==> src/rtl/cpu_pkg.sv <==
// Shared CPU front-end types for the fetch path.
// Contents: XLEN / INST_BYTES widths, word_t, fetch_entry_t (instruction + pc),
// and next_pc() for sequential fetch addresses, which wrap modulo 2^XLEN.
package cpu_pkg;

  localparam int unsigned XLEN       = 32;
  localparam int unsigned INST_BYTES = 4;

  typedef logic [XLEN-1:0] word_t;

  typedef struct packed {
    word_t data;
    word_t pc;
  } fetch_entry_t;

  // Sequential fetch address; wraps modulo 2^XLEN.
  function automatic word_t next_pc(input word_t pc);
    return pc + word_t'(INST_BYTES);
  endfunction

endpackage

==> src/rtl/fetch_queue.sv <==
// Prefetch queue: synchronous FIFO of fetch_entry_t with DEPTH entries.
// Ports:
//   clk, rst        clock, synchronous active-high reset
//   push/push_entry write an entry (accepted when not full, or full with pop)
//   pop             drop the head entry (ignored when empty)
//   flush           empty the queue; wins over push and pop
//   head            current head entry
//   empty/full      occupancy flags
//   count           occupancy, 0..DEPTH
module fetch_queue
  import cpu_pkg::*;
#(
  parameter int unsigned DEPTH = 2
) (
  input  logic                    clk,
  input  logic                    rst,
  input  logic                    push,
  input  fetch_entry_t            push_entry,
  input  logic                    pop,
  input  logic                    flush,
  output fetch_entry_t            head,
  output logic                    empty,
  output logic                    full,
  output logic [$clog2(DEPTH):0]  count
);

  localparam int unsigned PW = $clog2(DEPTH);
  localparam int unsigned CW = PW + 1;

  fetch_entry_t    mem [DEPTH];
  logic [PW-1:0]   rd_ptr;
  logic [PW-1:0]   wr_ptr;
  logic            do_pop;
  logic            do_push;

  assign empty   = (count == '0);
  assign full    = (count == CW'(DEPTH));
  assign do_pop  = pop && !empty;
  // A full queue may still take a push when the head leaves in the same cycle.
  assign do_push = push && (!full || do_pop);
  assign head    = mem[rd_ptr];

  // Storage, pointers and occupancy; pointers wrap since DEPTH is a power of two.
  always_ff @(posedge clk) begin
    if (rst) begin
      rd_ptr <= '0;
      wr_ptr <= '0;
      count  <= '0;
      for (int i = 0; i < int'(DEPTH); i++) begin
        mem[i] <= '0;
      end
    end else if (flush) begin
      rd_ptr <= '0;
      wr_ptr <= '0;
      count  <= '0;
    end else begin
      if (do_push) begin
        mem[wr_ptr] <= push_entry;
        wr_ptr      <= wr_ptr + PW'(1);
      end
      if (do_pop) begin
        rd_ptr <= rd_ptr + PW'(1);
      end
      count <= count + CW'(do_push) - CW'(do_pop);
    end
  end

endmodule

==> src/rtl/fetch_unit.sv <==
// Instruction-fetch stage: owns the fetch pc, issues word requests to the
// instruction port of memory (at most DEPTH in flight, counting queued
// entries), buffers in-order responses in fetch_queue and hands
// {instruction, pc} to the decoder. A redirect flushes the queue and
// discards responses still in flight.
// Ports:
//   clk, rst                     clock, synchronous active-high reset
//   mem_req_valid/ready/addr     request channel to memory
//   mem_resp_valid/data          in-order response beats (cannot be stalled)
//   redirect_valid/redirect_pc   single-cycle pc redirect
//   inst_valid/ready/data/pc     decoder handshake
//   misaligned_fault             sticky, set by a redirect to a non-word address
// Optional macro FETCH_BYPASS_EN: when the queue is empty, a response that is
// not being discarded is presented to the decoder in the same cycle it arrives.
module fetch_unit
  import cpu_pkg::*;
#(
  parameter int unsigned DEPTH    = 2,
  parameter word_t       RESET_PC = 32'h0000_0000
) (
  input  logic        clk,
  input  logic        rst,
  output logic        mem_req_valid,
  input  logic        mem_req_ready,
  output logic [31:0] mem_req_addr,
  input  logic        mem_resp_valid,
  input  logic [31:0] mem_resp_data,
  input  logic        redirect_valid,
  input  logic [31:0] redirect_pc,
  output logic        inst_valid,
  input  logic        inst_ready,
  output logic [31:0] inst_data,
  output logic [31:0] inst_pc,
  output logic        misaligned_fault
);

  localparam int unsigned CW = $clog2(DEPTH) + 1;
  localparam int unsigned IW = CW + 1;

  word_t         fetch_pc;
  word_t         resp_pc;
  logic [CW-1:0] outstanding;
  logic [CW-1:0] outstanding_nxt;
  logic [CW-1:0] discard;
  logic [CW-1:0] q_count;
  logic [IW-1:0] in_use;
  logic          q_empty;
  logic          q_full;
  logic          q_push;
  logic          q_pop;
  fetch_entry_t  q_head;
  fetch_entry_t  q_in;
  logic          req_fire;
  logic          resp_keep;
  logic          bypass_hit;

  // Credits: requests in flight plus queued entries never exceed DEPTH.
  assign in_use          = IW'(outstanding) + IW'(q_count);
  assign mem_req_valid   = !rst && !redirect_valid && !misaligned_fault &&
                           (in_use < IW'(DEPTH));
  assign mem_req_addr    = fetch_pc;
  assign req_fire        = mem_req_valid && mem_req_ready;
  assign outstanding_nxt = outstanding + CW'(req_fire) - CW'(mem_resp_valid);

  // A response is kept only outside a redirect cycle and once stale beats are drained.
  assign resp_keep = mem_resp_valid && !redirect_valid && (discard == '0);

`ifdef FETCH_BYPASS_EN
  assign bypass_hit = !rst && resp_keep && q_empty;
`else
  assign bypass_hit = 1'b0;
`endif

  // Decoder view: queue head, else the bypassed response, else idle values.
  assign inst_valid = !q_empty || bypass_hit;
  assign inst_data  = !q_empty ? q_head.data : (bypass_hit ? mem_resp_data : '0);
  assign inst_pc    = !q_empty ? q_head.pc : resp_pc;

  assign q_pop  = !q_empty && inst_ready;
  assign q_push = resp_keep && !(bypass_hit && inst_ready);
  assign q_in   = '{data: mem_resp_data, pc: resp_pc};

  fetch_queue #(
    .DEPTH (DEPTH)
  ) u_queue (
    .clk        (clk),
    .rst        (rst),
    .push       (q_push),
    .push_entry (q_in),
    .pop        (q_pop),
    .flush      (redirect_valid),
    .head       (q_head),
    .empty      (q_empty),
    .full       (q_full),
    .count      (q_count)
  );

  // Fetch/response pcs, in-flight and discard counters, sticky fault.
  always_ff @(posedge clk) begin
    if (rst) begin
      fetch_pc         <= RESET_PC;
      resp_pc          <= RESET_PC;
      outstanding      <= '0;
      discard          <= '0;
      misaligned_fault <= 1'b0;
    end else begin
      overflow_chk: assert (redirect_valid || !(q_push && q_full && !q_pop));
      outstanding <= outstanding_nxt;
      if (redirect_valid) begin
        // Everything still in flight after this cycle is stale.
        fetch_pc         <= redirect_pc;
        resp_pc          <= redirect_pc;
        discard          <= outstanding_nxt;
        misaligned_fault <= (redirect_pc[1:0] != 2'b00);
      end else begin
        if (req_fire) begin
          fetch_pc <= next_pc(fetch_pc);
        end
        if (resp_keep) begin
          resp_pc <= next_pc(resp_pc);
        end else if (mem_resp_valid) begin
          discard <= discard - CW'(1);
        end
      end
    end
  end

endmodule

==> config.mk <==
export PLATFORM = sky130hd
export DESIGN_NAME = fetch_unit
export DESIGN_NICKNAME = d
export VERILOG_FILES = /design/src/rtl/cpu_pkg.sv /design/src/rtl/fetch_queue.sv /design/src/rtl/fetch_unit.sv
export SDC_FILE = /design/constraint.sdc
export NUM_CORES = 1
export LEC_CHECK = 0
export CAP_MARGIN = 20
export CORE_MARGIN = 4
export CORE_UTILIZATION = 48
export DETAILED_ROUTE_END_ITERATION = 7
export PLACE_DENSITY_LB_ADDON = 0.2
export SYNTH_ARGS = -nofsm -noshare
export SYNTH_HDL_FRONTEND = slang
export SYNTH_SLANG_ARGS = --single-unit
export TNS_END_PERCENT = 100
==> constraint.sdc <==
create_clock -name clk -period 4.85 [get_ports clk]
set_input_delay 0.97 -clock clk [delete_from_list [all_inputs] [get_ports clk]]
set_output_delay 0.97 -clock clk [all_outputs]
set_load 0.05 [all_outputs]
==> impl_results.md, run 1 <==
* WL met1 at 10770 µm
* WL met3 at 1430 µm
* Core Footprint at 20170 µm²
* Clock transition at path regs at 0.06 ns
* Max Freq at between 0.2 and 0.3 GHz
* RSZ-0062 raised after global routing: false
* Max-slew violations at 0
* Worst vdd ir at about 0.00024 V
* Total power at 4.427 mW
* DP Cell Count at 1315
* Synth Area per Inst at 10.63 µm²
* Finish-stage setup viols at 0
* Deepest clock path buffer count at 3
* Status: complete, no violations
* CTS Hold Buffers Added at 0
* Cells after Synth at between 900 and 1000
* Vias in the first global route at approximately 7000
* Hold_ws at around 0.45 ns
* Worst Path Arrival at 2.84 ns
* Routed WL per cell at approximately 17 µm
* Setup TNS Final at 0 ns
* Initial antenna violation count at 0
* Synth area leaders: edfxtp_1 39%, dfxtp_1 15%, and2_1 8.2%, mux2i_1 6.7%, xnor2_1 3.7%
* Cell variety after synth at 56
* Crit-path max cell delay at between 0.8 and 0.9 ns
* Via count at 7081
* Met2 WL at 10130 µm
* Final cycle utilization of the critical path at approximately 80%
* CTS tree: built
* Setup CP Type: flop to output port
* RePlAce Congestion at 0.8536
* Post-CTS setup buffer count at 0
* Num Clock Sinks at 202
* Crit path time final at 3.813 ns
* # DRC at 0
* Most common cell after layout, fill and taps aside: clkdlybuf4s50_1
* Die width at 151 µm
* CP bufs+invs at 2
* Post-DR vias/cell at around 5.2
* Syn Nets at 1001
* Crit start category: flop
* Hold depth at 2
* Final WL at 22860 µm
* Fill cell count at 1685
* H-tree levels at 1
* Placed cell area at between 10000 and 15000 µm²
* Commonest cells after routing, fill and taps aside: 166 x clkdlybuf4s50_1, 128 x and2_1, 128 x edfxtp_1, 73 x dfxtp_1, 67 x nand2_1
* Worst EP required at approximately 3.9 ns
* Final Hold Vio Count at 0
* Min-delay worst type: flop to flop
* Seq/Total Area, Yosys at approximately 54%
* YS warnings at 0
* HPWL Detailed at 15310 µm
* Finished Cell Area at ~13000 µm²
* CTS resizes at 0
* Critical path's slowest cell: clkdlybuf4s50_1
* Crit end category: output port
* Largest net degree at the start of global routing at 98
* DRT antenna net count at 0
* Initial DRC Count at 312
* Leading area contributor after synthesis: edfxtp_1
* Crit path max fanout at 31
* Mapped Area at between 9000 and 10000 µm²
* Stages on worst setup path at 4
* # IOs at 169
* Max layer used: met4
* Delay-heaviest family, CP: buffers and inverters
* Tightest Pin Transition at around 0.71 ns
* Clock Latency Late Sink at about 0.50 ns
* Max-cap violations at 0
* Layout Cells excl Fill at 1355
* Gr ovfl total at 0
* Num CTS Buffers at 22
* Worst path cell trace: buf_4 > mux2i_1 > o21ai_0 > clkdlybuf4s50_1
* IO buf count at 168
* Slew margin rel. at 52.87%
* Share of the synthesized area in the top cell type at 39.16%
* Layout cells sized above 1 at 7.465%
* NumNets Final at 1147
* Die Ht at 151 µm
* P&R area growth vs syn at 27.48%
* Starting density of the core at 48.67%
* Antenna Cells at 0
* Pre-antenna DRT Iters at 5
* Pleak at 4.385 nW
* Row count at 52
* Worst Reg-to-Reg Cells at 13
* Global-route wire length before repair at 36770 µm
* Skew final at approximately 0.013 ns
* GRT Resource Usage Total at 19.99%
* Power per standard cell area at 353.8 nW/µm²
* FF+latch count, synth at 202
* Die ar. at around 23000 µm²
* Clock root cell: clkbuf_16
==> path summary, 6_finish.rpt <==
check | startpoint | end | slack, ns
min reg2reg | mem_req_addr[0]$_SDFFE_PP0P_ | mem_req_addr[0]$_SDFFE_PP0P_ | 0.45
max reg2reg | u_queue.count[0]$_SDFF_PP0_ | discard[1]$_SDFFE_PP0P_ | 1.77
min | mem_req_addr[0]$_SDFFE_PP0P_ | mem_req_addr[0]$_SDFFE_PP0P_ | 0.45
max | flop | inst_pc[2] | 1.04
==> final cells by class <==
type                    count  area (µm²)  area share (%)
clock buffers              28       629.4           5.029
clock inverters            12       117.6          0.9399
inverters                  38       142.6           1.140
multi-input cells         623        4140           33.09
flip-flops and latches    202        5329           42.59
well taps                 270       337.8           2.700
repair buffers            182        1817           14.52
==> flip-flops by register name, indices dropped and copies added, names as in the netlist, named ones only <==
register and flops:
resp_pc 32, u_queue.wr_ptr 1, u_queue.count 2, misaligned_fault 1, discard 2, u_queue.mem 128, mem_req_addr 32, outstanding 2
u_queue.rd_ptr 1
==> synth_stat cells, drive strengths merged <==
cell type  number
and2          129
edfxtp        128
dfxtp          74
nand2          67
mux2i          66
nor2           61
clkbuf         45
xnor2          41
a21boi         39
inv            38
a21oi          36
o21ai          34
nor3           22
nand4          19
xor2           16
buf            15
nand3          15
nor4           15
a211oi          8
and4            7
ha              7
a31oi           6
and3            4
or2             4
or4             4
o22ai           3
or3             3
nor2b           2
nor4b           2
o211ai          2
o21bai          2
a211o           1
a21o            1
a311oi          1
fa              1
mux2            1
nand2b          1
nor3b           1
o311ai          1
o41ai           1
==> layer usage <==
metal	global-route usage [%]	vias up
met5	0	-
met4	5.666	0
met3	3.561	37
met2	31.26	219
met1	28.72	3323
li1	-	3502
==> power by group <==
part / leakage, nW / internal [mW] / switching [mW] / total (mW)
Sequential: 1.95 / 1.94 / 0.0838 / 2.03
Combinational: 2.07 / 0.265 / 0.440 / 0.705
Clock: 0.364 / 1.03 / 0.669 / 1.70
Total: 4.38 / 3.23 / 1.19 / 4.43
==> cell families (layout without fill, tap and decap cells) <==
kind of cell             after synthesis  after routing  synth area share (%)
adder cells (fa/ha/maj)                8              8                 1.096
AO/OA/AOI/OAI                        135            135                 8.489
multiplexers                          67             67                 6.845
buffers and inverters                 98            260                 3.951
flip-flops                           202            202                 54.25
XOR/XNOR                              57             57                 5.086
AND/OR/NAND/NOR                      356            356                 20.28
==> worst min-delay path, delay by kind of cell, from the launching register on <==
family | cells | cell delay (ns)
AO/OA/AOI/OAI | 1 | 0.05
flip-flops | 1 | 0.31
AND/OR/NAND/NOR | 1 | 0.05
==> per-stage QoR <==
stage	utilization, %	setup slack (ns)
2_1_floorplan	-	0.8453
3_3_place_gp	58.34	1.148
3_5_place_dp	58.34	1.095
4_1_cts	62.04	0.9385
5_1_grt	62.04	0.9055
6_report	62.04	1.037
No activity file was read; power rests on OpenSTA's default activity.
==> inputs of run 2 (changes only) <==
==> constraint.sdc (replaced) <==
create_clock -name clk -period 3.38 [get_ports clk]
set_input_delay 0.676 -clock clk [delete_from_list [all_inputs] [get_ports clk]]
set_output_delay 0.676 -clock clk [all_outputs]
set_load 0.05 [all_outputs]
==> impl_results.md, run 2 (synthesis results as in run 1) <==
* Crit path time final at 3.232 ns
* RePlAce Congestion at 0.8212 (-3.8%)
* Power per standard cell area at 493.5 nW/µm² (+39%)
* Final WL at 22880 µm (about the same)
* DRT antenna net count at 0 (unchanged)
* Worst Reg-to-Reg Cells at 13 (unchanged)
* Worst Path Arrival at 2.56 ns (-0.28 ns)
* Die Ht at 151 µm (unchanged)
* Die width at 151 µm (unchanged)
* Global-route wire length before repair at 36340 µm (-1.2%)
* P&R area growth vs syn at 27.95%
* Row count at 52 (unchanged)
* Crit end category: output port
* Crit start category: flop
* Pleak at 4.420 nW (+0.81%)
* # DRC at 0 (unchanged)
* Min-Delay Startpoint: mem_req_addr[1]$_SDFFE_PP0P_
* Num Clock Sinks at 202 (unchanged)
* Hold Path Sink: mem_req_addr[1]$_SDFFE_PP0P_
* Via count at 7119 (+0.54%)
* Status: complete, no violations
* Setup TNS Final at 0 ns (unchanged)
* Antenna Cells at 0 (unchanged)
* Die ar. at 22800 µm² (unchanged)
* Worst reg2reg path endpoint: discard[1]$_SDFFE_PP0P_
* # IOs at 169 (unchanged)
* Area occupied by multi-input gates at 4146 µm² (+0.15%)
* Max-cap violations at 0 (unchanged)
* Hold depth at 2 (unchanged)
* Num CTS Buffers at 22 (unchanged)
* Post-CTS setup buffer count at 0 (unchanged)
* Pre-antenna DRT Iters at 5 (unchanged)
* H-tree levels at 1 (unchanged)
* Worst vdd ir at 0.0003374 V (+39%)
* Slew margin rel. at 59.52% (+6.6 points)
* Routed WL per cell at 16.80 µm (-0.43%)
* Clock Latency Late Sink at 0.50 ns (about the same)
* Largest net degree at the start of global routing at 98 (unchanged)
* Storage cell area at 5329 µm² (unchanged)
* Max FFs per register at 128 (unchanged)
* Clock root cell: clkbuf_16
* Total power at 6.198 mW (+40%)
* CTS Hold Buffers Added at 0 (unchanged)
* R2R Setup Slk at 0.51 ns (-1.26 ns)
* GRT Resource Usage Total at 20.01% (+0.022 points)
* Setup CP Type: flop to output port
* Commonest cells after routing, fill and taps aside: 165 x clkdlybuf4s50_1, 128 x and2_1, 128 x edfxtp_1, 73 x dfxtp_1, 67 x nand2_1
* Min-delay worst type: flop to flop
* NumNets Final at 1155 (+0.70%)
* Worst R2R Start: u_queue.count[0]$_SDFF_PP0_
* Max Freq at a little over 0.3 GHz
* Core Footprint at 20170 µm² (unchanged)
* Worst EP required at 2.70 ns (-1.18 ns)
* Tightest Pin Transition at 0.6053 ns (-0.1006 ns)
* Finish-stage setup viols at 0 (unchanged)
* Fill cell count at 1717 (+1.9%)
* Most common cell after layout, fill and taps aside: clkdlybuf4s50_1
* Initial antenna violation count at 0 (unchanged)
* Starting density of the core at 48.67% (unchanged)
* Layout cells sized above 1 at 7.326% (-0.14 points)
* Final Util at 62.27% (+0.23 points)
* CTS tree: built
* IO buf count at 168 (unchanged)
* HPWL Detailed at 15340 µm (+0.20%)
* RSZ-0062 raised after global routing: false
* Final Hold Vio Count at 0 (unchanged)
* Max-slew violations at 0 (unchanged)
* Most flop-heavy register: u_queue.mem
* Final cycle utilization of the critical path at between 90% and 100%
* Crit path max fanout at 26 (-16%)
* Skew final at 0.008394 ns (-0.004718 ns)
* Post-DR vias/cell at 5.227 (about the same)
* Deepest clock path buffer count at 3 (unchanged)
* Clock transition at path regs at 0.06 ns (about the same)
* Gr ovfl total at 0 (unchanged)
* Vias in the first global route at 6924 (-1.5%)
* Initial DRC Count at 292 (-6.4%)
[run 2: where the power goes]
group | internal (mW) | switching [mW] | total (mW)
clock | 1.34 | 0.916 | 2.26
combinational | 0.395 | 0.640 | 1.03
sequential | 2.79 | 0.118 | 2.90
[run 2: how the worst max path moves through the flow]
| stage | start | endpoint | slack [ns] | depth (start not counted) |
|---|---|---|---|---|
| 2_1_floorplan | mem_resp_valid | u_queue.mem[0][0]$_SDFFCE_PN0P_ | 0.01 | 4 |
| 3_3_place_gp | redirect_valid | u_queue.mem[1][39]$_SDFFCE_PN0P_ | 0.39 | 6 |
| 3_5_place_dp | redirect_valid | u_queue.mem[1][35]$_SDFFCE_PN0P_ | 0.39 | 6 |
| 4_1_cts | flop | inst_pc[8] | 0.01 | 4 |
| 5_1_grt | flop | inst_pc[9] | 0.02 | 4 |
| 6_report | flop | inst_pc[9] | 0.15 | 4 |
[run 2: layer usage]
metal / global-route usage, % / vias up / wire, µm
met4: 5.304 / 0 / 373
li1: - / 3532 / -
met2: 31.97 / 203 / 10470
met3: 2.902 / 29 / 1403
met5: 0 / - / 0
met1: 28.76 / 3355 / 10630
[run 2: area by class of cell]
class	instances	share of cell area, %
multi-input combinational	623	33.01
inverter	38	1.136
timing repair buffer	190	15.36
clock inverter	6	0.4084
tap	270	2.690
clock buffer	33	4.961
sequential	202	42.43
[run 2: repair_timing]
action	4_1_cts	5_1_grt
hold endpoints to repair	0	0
endpoints found under the setup margin	0	1
gates resized for setup	0	1
[run 2: critical path, stage by stage (launching register included)]
cell	delay, ns
dfxtp_4	0.63
buf_4	0.32
mux2i_1	0.09
o21ai_0	0.15
clkdlybuf4s50_1	0.85
[run 2: through the flow]
step                      setup WS (ns)  area (µm²)  hold WS (ns)  instances
after CTS                       0.01086       12560        0.4606       1362
after floorplan                 0.01322        9828        0.4534        923
after detailed placement         0.3922       11880        0.4521       1323
after global placement           0.3919       11880        0.4488       1323
after global routing            0.02006       12560        0.4825       1362
final                            0.1485       12560        0.4574       1362
==> inputs of run 3 (changes only) <==
--- a/config.mk
+++ b/config.mk
@@ -7,10 +7,11 @@
 export LEC_CHECK = 0
 export CAP_MARGIN = 20
 export CORE_MARGIN = 4
-export CORE_UTILIZATION = 48
+export CORE_UTILIZATION = 49
 export DETAILED_ROUTE_END_ITERATION = 7
 export PLACE_DENSITY_LB_ADDON = 0.2
 export SYNTH_ARGS = -nofsm -noshare
 export SYNTH_HDL_FRONTEND = slang
+export SYNTH_HIERARCHICAL = 1
 export SYNTH_SLANG_ARGS = --single-unit
 export TNS_END_PERCENT = 100
==> impl_results.md, run 3 <==
* Status: complete, no violations
* Clock transition at path regs at 0.06 ns (about the same)
* Via count at 6903 (-3.0%)
* Synth Area per Inst at 11.92 µm² (+12%)
* Max Freq at 0.3077 GHz (-0.56%)
* # IOs at 169 (unchanged)
* Power per standard cell area at 462.0 nW/µm² (-6.4%)
* Vias in the first global route at 6968 (+0.64%)
* Pre-antenna DRT Iters at 5 (unchanged)
* # DRC at 0 (unchanged)
* Cells after Synth at 848 (-8.1%)
* Clock Latency Late Sink at 0.49 ns (about the same)
* Routed WL per cell at 17.67 µm (+5.2%)
* Die Ht at 151.6 µm (+0.42%)
* DRT antenna net count at 0 (unchanged)
* IO buf count at 168 (unchanged)
* GRT Resource Usage Total at 19.83% (-0.18 points)
* Worst EP required at 2.70 ns (about the same)
* Critical path's slowest cell: clkdlybuf4s50_1
* Max-slew violations at 0 (unchanged)
* Setup CP Type: flop to output port
* Hold depth at 2 (unchanged)
* Commonest cells after routing, fill and taps aside: 161 x clkdlybuf4s50_1, 128 x edfxtp_1, 108 x and2_1, 96 x mux2_2, 73 x dfxtp_1
* Max FFs per register at 128 (unchanged)
* Mapped Area at 10110 µm² (+3.0%)
* Skew final at 0.01401 ns (+0.005612 ns)
* Largest net degree at the start of global routing at 66 (-33%)
* H-tree levels at 1 (unchanged)
* Clock root cell: clkbuf_16
* Final Hold Vio Count at 0 (unchanged)
* Num Clock Sinks at 202 (unchanged)
* Die width at 151.6 µm (+0.42%)
* Final WL at 22970 µm (+0.38%)
* Antenna Cells at 0 (unchanged)
* Post-DR vias/cell at 5.310 (+1.6%)
* Gr ovfl total at 0 (unchanged)
* Worst vdd ir at 0.0002603 V (-23%)
* Layout Cells excl Fill at 1300 (-4.6%)
* CTS tree: built
* Post-CTS setup buffer count at 0 (unchanged)
* Die ar. at 22990 µm² (+0.85%)
* Min-delay worst type: flop to flop
* Crit path max fanout at 20 (-23%)
* Num CTS Buffers at 21 (-4.5%)
* Most flop-heavy register: u_queue/mem
* Worst Path Arrival at 2.57 ns (about the same)
* Global-route wire length before repair at 36360 µm (about the same)
* Final cycle utilization of the critical path at 96.14% (+0.53 points)
* Worst Reg-to-Reg Cells at 12 (-1)
* Setup TNS Final at 0 ns (unchanged)
* Placed cell area at 12110 µm² (+1.9%)
* CTS Hold Buffers Added at 0 (unchanged)
* P&R area growth vs syn at 26.63%
* Most common cell after layout, fill and taps aside: clkdlybuf4s50_1
* Pleak at 4.715 nW (+6.7%)
* Fill cell count at 1636 (-4.7%)
* Worst path cell trace: buf_4 > mux2_2 > nor2b_1 > clkdlybuf4s50_1
* RSZ-0062 raised after global routing: false
* Hold_ws at 0.4824 ns (+0.02501 ns)
* Slew margin rel. at 56.22% (-3.3 points)
* CTS resizes at 0 (unchanged)
* Max-cap violations at 0 (unchanged)
* Core Footprint at 20230 µm² (+0.32%)
* Tightest Pin Transition at 0.6531 ns (+0.04780 ns)
* HPWL Detailed at 15500 µm (+1.1%)
* Crit end category: output port
* NumNets Final at 1093 (-5.4%)
* Initial DRC Count at 309 (+5.8%)
* Layout cells sized above 1 at 20.39% (+13 points)
* Row count at 52 (unchanged)
* Crit start category: flop
* RePlAce Congestion at 0.8272 (+0.73%)
* DP Cell Count at 1263 (-4.5%)
* Starting density of the core at 49.96% (+1.3 points)
* Crit-path max cell delay at 0.71 ns (-0.14 ns)
* YS warnings at 6 (+6)
* Finish-stage setup viols at 0 (unchanged)
* Initial antenna violation count at 0 (unchanged)
* Syn Nets at 925 (-7.6%)
* Finished Cell Area at 12800 µm² (+1.9%)
* Deepest clock path buffer count at 3 (unchanged)
* Crit path time final at 3.250 ns (+0.01807 ns)
-- run 3: layout make-up --
cell class / count / area [µm²] / share of cell area [%]
tap: 270 / 337.8 / 2.639
inverter: 14 / 52.55 / 0.4105
clock buffer: 34 / 674.4 / 5.268
timing repair buffer: 194 / 1947 / 15.21
sequential: 202 / 5326 / 41.60
clock inverter: 3 / 15.01 / 0.1173
multi-input combinational: 583 / 4449 / 34.75
-- run 3: path summary, 6_finish.rpt --
check	from	slack, ns	to
worst min register to register	mem_req_addr[1]$_SDFFE_PP0P_	0.48	mem_req_addr[1]$_SDFFE_PP0P_
worst min-delay path	mem_req_addr[1]$_SDFFE_PP0P_	0.48	mem_req_addr[1]$_SDFFE_PP0P_
worst max register to register	u_queue/count[1]$_SDFF_PP0_	0.50	discard[1]$_SDFFE_PP0P_
worst max-delay path	flop	0.13	inst_data[27]
-- run 3: power breakdown --
| part | total (mW) | internal, mW | switching, mW |
|---|---|---|---|
| clock | 2.27 | 1.36 | 0.906 |
| sequential | 2.86 | 2.75 | 0.106 |
| combinational | 0.792 | 0.343 | 0.449 |
-- run 3: metal layers --
metal	global-route usage, %	vias up	wire, µm	share of wire (%)
met5	0	-	0	0
met4	4.672	0	398	1.7
met3	3.153	36	1576	6.9
met2	32.96	218	10680	46
met1	27.46	3295	10310	45
li1	-	3354	-	-
-- run 3: stage by stage --
| step | total power, mW | util [%] | worst slack (ns) |
|---|---|---|---|
| after floorplan | 3.377 | - | 0.1422 |
| after global placement | 3.692 | 59.86 | 0.2987 |
| after detailed placement | 3.702 | 59.86 | 0.2604 |
| after CTS | 5.982 | 63.27 | 0.09127 |
| after global routing | 6.143 | 63.27 | 0.006835 |
| final | 5.915 | 63.27 | 0.1304 |
-- run 3: critical path, delay by kind of cell (launching register included) --
| family | cells | cell delay [ns] |
|---|---|---|
| simple gates | 1 | 0.13 |
| flops | 1 | 0.52 |
| buf+inv | 2 | 1.06 |
| mux | 1 | 0.38 |
